===== src/rtl/if_id_buffer.sv =====
// if_id_buffer: two-entry elastic FIFO between instruction fetch and decode.
// Entry0 is the head shown to decode; entry1 absorbs one extra fetch while decode stalls.
module if_id_buffer #(
  parameter int PC_WIDTH = 32,
  parameter int INSTR_WIDTH = 32,
  parameter logic [INSTR_WIDTH-1:0] NOP_INSTR = INSTR_WIDTH'('h0000_0013)
) (
  input  logic                   clk,
  input  logic                   rst,
  input  logic                   if_valid,
  input  logic [PC_WIDTH-1:0]    if_PC,
  input  logic [INSTR_WIDTH-1:0] if_Instr,
  input  logic [PC_WIDTH-1:0]    if_PC_4,
  output logic                   if_ready,
  input  logic                   flush,
  output logic                   id_valid,
  input  logic                   id_ready,
  output logic [PC_WIDTH-1:0]    id_PC,
  output logic [INSTR_WIDTH-1:0] id_Instr,
  output logic [PC_WIDTH-1:0]    id_PC_4,
  output logic [1:0]             count
);

  logic [1:0]             count_q, count_d;
  logic [PC_WIDTH-1:0]    e0_pc_q, e0_pc_d;
  logic [INSTR_WIDTH-1:0] e0_instr_q, e0_instr_d;
  logic [PC_WIDTH-1:0]    e0_pc4_q, e0_pc4_d;
  logic [PC_WIDTH-1:0]    e1_pc_q, e1_pc_d;
  logic [INSTR_WIDTH-1:0] e1_instr_q, e1_instr_d;
  logic [PC_WIDTH-1:0]    e1_pc4_q, e1_pc4_d;
  logic                   push;
  logic                   pop;

  // if_ready depends only on registered occupancy, never on id_ready
  assign if_ready = (count_q != 2'd2) & rst;
  assign id_valid = (count_q != 2'd0);
  assign push     = if_valid & if_ready & ~flush;
  assign pop      = id_valid & id_ready & ~flush;

  assign id_PC    = e0_pc_q;
  assign id_PC_4  = e0_pc4_q;
  assign id_Instr = id_valid ? e0_instr_q : NOP_INSTR;
  assign count    = count_q;

  always_comb begin
    count_d    = count_q;
    e0_pc_d    = e0_pc_q;
    e0_instr_d = e0_instr_q;
    e0_pc4_d   = e0_pc4_q;
    e1_pc_d    = e1_pc_q;
    e1_instr_d = e1_instr_q;
    e1_pc4_d   = e1_pc4_q;
    if (flush) begin
      count_d    = 2'd0;
      e0_pc_d    = '0;
      e0_instr_d = NOP_INSTR;
      e0_pc4_d   = '0;
    end else begin
      case (count_q)
        2'd0: begin
          if (push) begin
            e0_pc_d    = if_PC;
            e0_instr_d = if_Instr;
            e0_pc4_d   = if_PC_4;
            count_d    = 2'd1;
          end
        end
        2'd1: begin
          // Simultaneous push and pop replaces the head in place
          if (push && pop) begin
            e0_pc_d    = if_PC;
            e0_instr_d = if_Instr;
            e0_pc4_d   = if_PC_4;
          end else if (push) begin
            e1_pc_d    = if_PC;
            e1_instr_d = if_Instr;
            e1_pc4_d   = if_PC_4;
            count_d    = 2'd2;
          end else if (pop) begin
            count_d    = 2'd0;
          end
        end
        2'd2: begin
          if (pop) begin
            e0_pc_d    = e1_pc_q;
            e0_instr_d = e1_instr_q;
            e0_pc4_d   = e1_pc4_q;
            count_d    = 2'd1;
          end
        end
        default: count_d = 2'd0;
      endcase
    end
  end

  always_ff @(posedge clk) begin
    if (!rst) begin
      count_q    <= 2'd0;
      e0_pc_q    <= '0;
      e0_instr_q <= NOP_INSTR;
      e0_pc4_q   <= '0;
      e1_pc_q    <= '0;
      e1_instr_q <= NOP_INSTR;
      e1_pc4_q   <= '0;
    end else begin
      count_q    <= count_d;
      e0_pc_q    <= e0_pc_d;
      e0_instr_q <= e0_instr_d;
      e0_pc4_q   <= e0_pc4_d;
      e1_pc_q    <= e1_pc_d;
      e1_instr_q <= e1_instr_d;
      e1_pc4_q   <= e1_pc4_d;
    end
  end

endmodule


===== config.mk =====
export PLATFORM = sky130hd
export DESIGN_NAME = if_id_buffer
export DESIGN_NICKNAME = d
export VERILOG_FILES = /design/src/rtl/if_id_buffer.sv
export SDC_FILE = /design/constraint.sdc
export NUM_CORES = 1
export LEC_CHECK = 0
export CAP_MARGIN = 30
export CORE_MARGIN = 2
export CORE_UTILIZATION = 44
export DETAILED_ROUTE_END_ITERATION = 12
export PLACE_DENSITY = 0.78
export SYNTH_ARGS = -nofsm -noshare
export SYNTH_HDL_FRONTEND = slang
export SYNTH_SLANG_ARGS = --single-unit

===== constraint.sdc =====
create_clock -name clk -period 1.5 [get_ports clk]
set_input_delay 0.3 -clock clk [delete_from_list [all_inputs] [get_ports clk]]
set_output_delay 0.3 -clock clk [all_outputs]
set_load 0.005 [all_outputs]

==> results.env, run 1 <==
PORT_BUFFERS=200
WORST_R2R_PATH_DEPTH=7
POST_SYNTH.CELL_AREA_AVG_UM2=9.526
STATUS='finished with violations'
SYN-CELL-AREA_UM2=9145
NUM-FILL-CELLS=1206
ELEMENT_TYPE_AT_THE_CRITICAL_PATH_END='register'
SYNTH-SEQ-CELLS=194
ANTENNA_LEFT=0
DIE_W_UM=148.2
CPMAXSTAGEDELAYCELL='o21ai_0'
DETAILED_PLACE_HPWL_UM=17250
GRT_USE_MET1_PCT=38.32
WORST_PATH_DOMINANT_CELL_FAMILY='compound AO/OA/AOI/OAI gates'
DIE_AREA_UM2=21950
YOSYS.AREA_SHARE.XOR_XNOR_PCT=0
ROUTEDWLPERCELL_UM=27.42
FINAL_CELL_MIX='158 x dfxtp_1, 99 x clkdlybuf4s50_1, 90 x mux2i_1'
MAXIMUM_FANOUT_ALONG_THE_WORST_PATH=13
FP.DIEH_UM=148.2
DRC=0
VIA_PER_INST=6.690
TIMING.FINAL.SETUP_VIOLATIONS=227
FINAL-HOLD-VIOLATION-COUNT=0
SYNTH_TOP_CELL_AREA_SHARE_PCT=42.47
FINALNETCOUNT=1286
WORSTSETUPSTARTPOINTTYPE='register'
FIN_TNS_SETUP_NS=-35.74
SYNTHTOLAYOUTAREAGROWTH_PCT=68.48
CELL_TYPE_WITH_THE_LARGEST_TOTAL_AREA_AFTER_SYNTHESIS='dfxtp_1'
MET2_TRACK_DEMAND_OVER_RESOURCE_PCT=47.71
USE_MET3_PCT=6.534
CRIT_CELLS=7
DRT_FIRST_PASS_ITERS=6
SYNTHESIS.INSTANCES=960
GRT_PASS1_WL_UM=51740
INITIAL_UTILIZATION_PCT=45.05
WORSTSETUPPATHTYPE='reg2reg'
COMBINATIONALPOWERSHARE_PCT=18.1
GRTUSAGETOTAL_PCT=29.90
LAYOUT.CELLS.MOST_COMMON='dfxtp_1'
TIMING.FINAL.MAX_SLEW_VIOLATIONS=0
WORST-PATH-BUF-INV=4
POST_SYNTH_MUX_AREA_SHARE_PCT=10.62
GLOBAL_ROUTE.PEAK_USAGE_LAYER='met2'
GRT_START_MAX_NET_PINS=52
FAILING_CHECKS='negative setup slack'
CRIT_PATH_MAX_INCR_DELAY_NS=0.41
LAYOUT_SETUP_WS_NS=-0.3114
ROWS=52
CRIT_PATH_FREQUENT_CELL='buf_6'
YOSYS.CELL_TYPES.COUNT=28
POWER.CLOCK.FRACTION_PCT=38.3
CRITICAL_PATH.CELL_CHAIN='buf_6 > buf_6 > buf_6 > nand4bb_4 > buf_12 > o21ai_0 > a21boi_2'
ACHIEVABLE-FREQUENCY_MHz=552.1
WORSTPATHREQUIRED_NS=1.80
SYNTH.AREA.TOP_CELLS='dfxtp_1 42%, mux2i_1 11%, a311oi_1 8.9%'
UNREPAIRED_SETUP_ENDPOINTS_AFTER_GLOBAL_ROUTING='yes'
YOSYS.AREA_SHARE.SIMPLE_PCT=9.016
DRV.MAX_CAP_VIOLATION_COUNT=0
CELL_LEAKAGE_POWER_uW=0.005952
MIN_PERIOD_OVER_PERIOD_PCT=120.8
INSERTION_DELAY_NS=0.44
POWER.DENSITY_CELL_AREA_nW_PER_UM2=795.4
HTREE_NUM_LEVELS=4
POSTSYNTHNETCOUNT=1061
CTS_TREE='yes'
SWITCHING_SHARE_PCT=27.07
GLOBAL_ROUTE.OVERFLOW_TOTAL=0
HOLDPATHSTAGES=3
ROUTE.VIAS.TOTAL=9834
FIRST_GLOBAL_VIAS=9217
FLOORPLAN.IO_PINS=201
INTERNAL_POWER_uW=8938
FIRST_ITERATION_DETAILED_ROUTING_DRC_COUNT=917
FINALWORSTPATHREQUIREDPERIOD_NS=1.811
CORE_REGION_AREA_UM2=20300
DEEPEST_CLOCK_PATH_BUFFER_COUNT=2
FIN_HOLD_WS_NS=0.4452
CP_DATA_ARRIVAL_TIME_NS=2.11
POST-LAYOUT-TOTAL-POWER_uW=12250
DRIVE_GT1_SHARE_PCT=46.83
NUMCLOCKSINKS=194
YOSYSWARNINGS=0
VDD.IR_DROP.WORST_mV=0.7442
CLOCK_TREE.ROOT_CELL='clkbuf_16'
P_SEQ_SHARE_PCT=43.6
GRT_ANTENNA_BEFORE_REPAIR=2
SLEW_HEADROOM_PCT=66.75
CTS_BUFFER_COUNT=17
CLK_PIN_SLEW_WORST_PATHS_NS=0.07
PLACE_WS_NS=-0.4595
YOSYSSEQAREASHARE_PCT=42.47
FINALWIRELENGTH_UM=40310
SWITCHING_POWER_TOTAL_uW=3317
WORST_HOLD_PATH_TYPE='in2reg'
WORSTMARGINPINSLEW_NS=0.4935
PLACE_INST=1369
WORST_CLOCK_SKEW_NS=0.005265
POST_SYNTH_FA_HA_MAJ_AREA_FRACTION_PCT=0
FINAL_CELLS=1470
SYNTH_COMPOUND_AREA_SHARE_PCT=30.67
PLACE_CONGESTION=0.7893
MAIN_COMBINATIONAL_CELL_FAMILY_BY_AREA_AFTER_SYNTHESIS='compound AO/OA/AOI/OAI gates'
cells in the mapped netlist:
cell       number
a31o_1          1
a211oi_2       10
and2_1          2
o21a_1          2
a21boi_0       66
buf_6           9
a211oi_1       86
nor2b_1        30
or2_2           3
mux2i_1        97
o21ai_0        96
nand2b_1        3
clkbuf_1       69
nand3_1        99
or3b_2          1
nand4bb_1       1
nor2_1          6
and3b_1         4
a31oi_2         1
a21boi_1       27
buf_4           7
nand2_1         1
buf_2          48
a311oi_1       93
a21oi_1         1
nor4bb_1        1
dfxtp_1       194
inv_1           2
path summary, 6_finish.rpt:
| kind | start | to | slack, ns |
|---|---|---|---|
| min | rst | e1_instr_q[27] | 0.45 |
| max reg2reg | count[0] | e1_instr_q[3] | -0.31 |
| min reg2reg | e1_instr_q[21] | e1_instr_q[21] | 0.46 |
| max | count[0] | e1_instr_q[3] | -0.31 |
area by class of cell:
type	count	area (µm²)	area share [%]
multi-input cells	631	6459	41.92
repair buffers	339	4080	26.48
flip-flops and latches	194	3931	25.52
clock buffers	20	456.7	2.964
well taps	270	337.8	2.193
clock inverters	12	128.9	0.8364
inverters	2	8.758	0.05685
diodes	2	5.005	0.03248
cells by family after synthesis:
logic type,after synthesis
compound gates,383
mux,97
buf+inv,135
flops,194
simple gates,151
worst min-delay path, cell delays in order:
cell and delay (ns):
buf_2 0.18, buf_4 0.22, a21boi_1 0.14
routing by layer:
metal  vias to the layer above  share of wire (%)
met3                       194                8.4
met1                      4854                 38
li1                       4137                  -
met2                       649                 48
met4                         0                5.7
met5                         -                  0
sequential cells by signal, summed over array words and instances (netlist names):
name        count
count           2
e0_instr_q     32
e1_instr_q     32
e1_pc4_q       32
e1_pc_q        32
id_PC          32
id_PC_4        32
timing repair:
action,CTS,global route
cloned,21,20
endpoints found under the hold margin,0,0
buffers inserted,24,16
pin swaps,32,107
gates resized for setup,440,329
endpoints found under the setup margin,251,229
hold buffers,0,0
through the flow:
step           instance area (µm²)  utilization (%)
6_report                     15410            75.90
5_1_grt                      15410            75.90
4_1_cts                      13900            68.49
3_5_place_dp                 11790            58.06
3_3_place_gp                 11790            58.06
2_1_floorplan                 9150                -
power groups by stage:
stage               registers (µW)  clock network (µW)  logic (µW)
finish                        5350                4690        2220
global placement              5430                   0        1430
global route                  5350                4900        2280
detailed placement            5430                   0        1450
floorplan                     5420                   0         680
CTS                           5330                4650        1830
Power figures use the tool's default switching activity.
==> run 2, diff against run 1 <==
CORE_MARGIN = 1.5   (was 2)
SKIP_CTS_REPAIR_TIMING = 1   (was default)
==> results.env, run 2 (same netlist as run 1, synthesis figures left out) <==
GRT_ANTENNA_BEFORE_REPAIR=1  # -1
WORSTSETUPSTARTPOINTTYPE='register'
WORST_CLOCK_SKEW_NS=0.01037  # +0.005102 ns
WORSTPATHREQUIRED_NS=1.20  # -0.60 ns
VDD.IR_DROP.WORST_mV=0.8658  # +16%
CELL_LEAKAGE_POWER_uW=0.006655  # +12%
CRIT_PATH_MAX_INCR_DELAY_NS=0.37  # -0.04 ns
CPMAXSTAGEDELAYCELL='dfxtp_4'
VIA_PER_INST=6.540  # -2.2%
COMBINATIONALPOWERSHARE_PCT=16.7  # -1.4 points
CRITICAL_PATH.CELL_CHAIN='nor2_4 > buf_6 > buf_6 > buf_4 > nor2b_1 > clkbuf_2'
P_SEQ_SHARE_PCT=43.9  # +0.3 points
FINALNETCOUNT=1300  # +1.1%
FIN_HOLD_WS_NS=0.3652  # -0.08007 ns
POWER.CLOCK.FRACTION_PCT=39.4  # +1.1 points
CORE_REGION_AREA_UM2=20300  # unchanged
DIE_W_UM=147.2  # -0.67%
ROUTEDWLPERCELL_UM=25.01  # -8.8%
GRT_START_MAX_NET_PINS=51  # -1.9%
DPL_CELL_AREA_UM2=11790  # about the same
WORST-PATH-BUF-INV=4  # unchanged
SLEW_HEADROOM_PCT=69.59  # +2.8 points
NUMCLOCKSINKS=194  # unchanged
WORST_HOLD_PATH_TYPE='in2reg'
CTS_TREE='yes'
CLK_PIN_SLEW_WORST_PATHS_NS=0.07  # about the same
MAXIMUM_FANOUT_ALONG_THE_WORST_PATH=5  # -8
HTREE_NUM_LEVELS=4  # unchanged
INSERTION_DELAY_NS=0.45  # about the same
FIRST_GLOBAL_VIAS=8127  # -12%
ANTENNA_LEFT=0  # unchanged
DRV.MAX_CAP_VIOLATION_COUNT=0  # unchanged
TIMING.FINAL.MAX_SLEW_VIOLATIONS=0  # unchanged
DRC=0  # unchanged
FAILING_CHECKS='negative setup slack'
DRT_FIRST_PASS_ITERS=7  # +1
LAYOUT.CELLS.MOST_COMMON='dfxtp_1'
DRIVE_GT1_SHARE_PCT=39.55  # -7.3 points
R2R_SETUP_SLK_NS=-0.19  # +0.12 ns
UNREPAIRED_SETUP_ENDPOINTS_AFTER_GLOBAL_ROUTING='yes'
TIMING.FINAL.SETUP_VIOLATIONS=221  # -2.6%
PORT_BUFFERS=200  # unchanged
FINALWORSTPATHREQUIREDPERIOD_NS=1.883  # +0.07196 ns
CLOCK_TREE.ROOT_CELL='clkbuf_16'
SYNTHTOLAYOUTAREAGROWTH_PCT=64.14
ROWS=52  # unchanged
FLOORPLAN.IO_PINS=201  # unchanged
FINAL_CELL_MIX='152 x dfxtp_1, 99 x clkdlybuf4s50_1, 96 x o21ai_0'
SWITCHING_POWER_TOTAL_uW=3096  # -6.7%
INTERNAL_POWER_uW=9077  # +1.6%
CRIT_PATH_FREQUENT_CELL='buf_6'
ACHIEVABLE-FREQUENCY_MHz=531.0  # -3.8%
FINALWIRELENGTH_UM=37060  # -8.0%
PLACE_CONGESTION=0.7576  # -4.0%
GRTUSAGETOTAL_PCT=24.88  # -5.0 points
WORSTSETUPPATHTYPE='reg2out'
FP.DIEH_UM=147.2  # -0.67%
GLOBAL_ROUTE.OVERFLOW_TOTAL=0  # unchanged
POWER.DENSITY_CELL_AREA_nW_PER_UM2=810.9  # +2.0%
WORST_PATH_DOMINANT_CELL_FAMILY='buffers and inverters'
CP_DATA_ARRIVAL_TIME_NS=1.58  # -0.53 ns
DEEPEST_CLOCK_PATH_BUFFER_COUNT=2  # unchanged
DIE_AREA_UM2=21660  # -1.3%
STATUS='finished with violations'
DETAILED_PLACE_HPWL_UM=17400  # +0.88%
MIN_PERIOD_OVER_PERIOD_PCT=125.6  # +4.8 points
POST-ROUTE-CELL-AREA_UM2=15010  # -2.6%
CTS_BUFFER_COUNT=17  # unchanged
ROUTE.VIAS.TOTAL=9693  # -1.4%
GRT_PASS1_WL_UM=43300  # -16%
UTILIZATION_PCT=73.95  # -2.0 points
WORSTMARGINPINSLEW_NS=0.4531  # -0.04048 ns
INITIAL_UTILIZATION_PCT=45.05  # unchanged
FIRST_ITERATION_DETAILED_ROUTING_DRC_COUNT=943  # +2.8%
FINAL-HOLD-VIOLATION-COUNT=0  # unchanged
LAYOUT_SETUP_WS_NS=-0.3834  # -0.07196 ns
SWITCHING_SHARE_PCT=25.43  # -1.6 points
ELEMENT_TYPE_AT_THE_CRITICAL_PATH_END='output port'
## run 2: changes by cell type in the layout (fill, tap and decap cells not counted), moves of 15 or more
cell / delta
o21ai_2: -19
nand3_2: -30
o21ai_1: -27
a311oi_1: +19
buf_16: -15
a211oi_1: +28
mux2i_1: -17
dlymetal6s2s_1: +67
o21ai_0: +49
dlygate4sd2_1: -64
clkbuf_2: +27
nand3_1: +35
a211oi_2: -22
buf_2: -24
## run 2: layer usage
| metal | track usage, % | share of wire [%] | up-vias |
|---|---|---|---|
| met1 | 33.64 | 39 | 4719 |
| li1 | - | - | 4170 |
| met4 | 9.550 | 4.1 | 0 |
| met2 | 38.97 | 47 | 670 |
| met3 | 5.155 | 9.5 | 134 |
| met5 | 0 | 0 | - |
## run 2: area by class of cell
cell class / count / area (µm²)
multi-input cells: 636 / 5911
clock inverters: 8 / 127.6
well taps: 270 / 337.8
flip-flops and latches: 194 / 3941
inverters: 2 / 10.01
fillers: 1265 / 5289
diodes: 1 / 2.502
clock buffers: 23 / 478.0
repair buffers: 348 / 4203
## run 2: power by group through the flow
| stage | clock network, µW | logic [µW] | registers, µW |
|---|---|---|---|
| after detailed placement | 0 | 1450 | 5430 |
| after CTS | 4760 | 1450 | 5320 |
| after global placement | 0 | 1430 | 5430 |
| final | 4800 | 2040 | 5340 |
| after global routing | 5010 | 2110 | 5350 |
| after floorplan | 0 | 680 | 5420 |
## run 2: worst paths after layout
kind,end,cells after the start,from
max,id_Instr[16],6,count[0]
min reg2reg,e1_instr_q[26],2,e1_instr_q[26]
max reg2reg,e1_pc_q[23],7,count[1]
min,e1_pc4_q[14],3,rst
## run 2: through the flow
stage | TNS, ns | power, µW | worst slack [ns] | cells
floorplan | -0.006495 | 6103 | -0.0001299 | 960
global placement | -72.08 | 6861 | -0.3706 | 1370
global route | -33.46 | 12470 | -0.4251 | 1482
finish | -25.34 | 12170 | -0.3834 | 1482
CTS | -40.38 | 11530 | -0.7747 | 1401
detailed placement | -81.55 | 6879 | -0.4608 | 1370
## run 2: worst reg2reg max path, delay by kind of cell, from the launching register on
family          cells  cell delay [ns]
buf+inv             4             0.62
simple gates        2             0.42
flops               1             0.37
compound gates      1             0.21
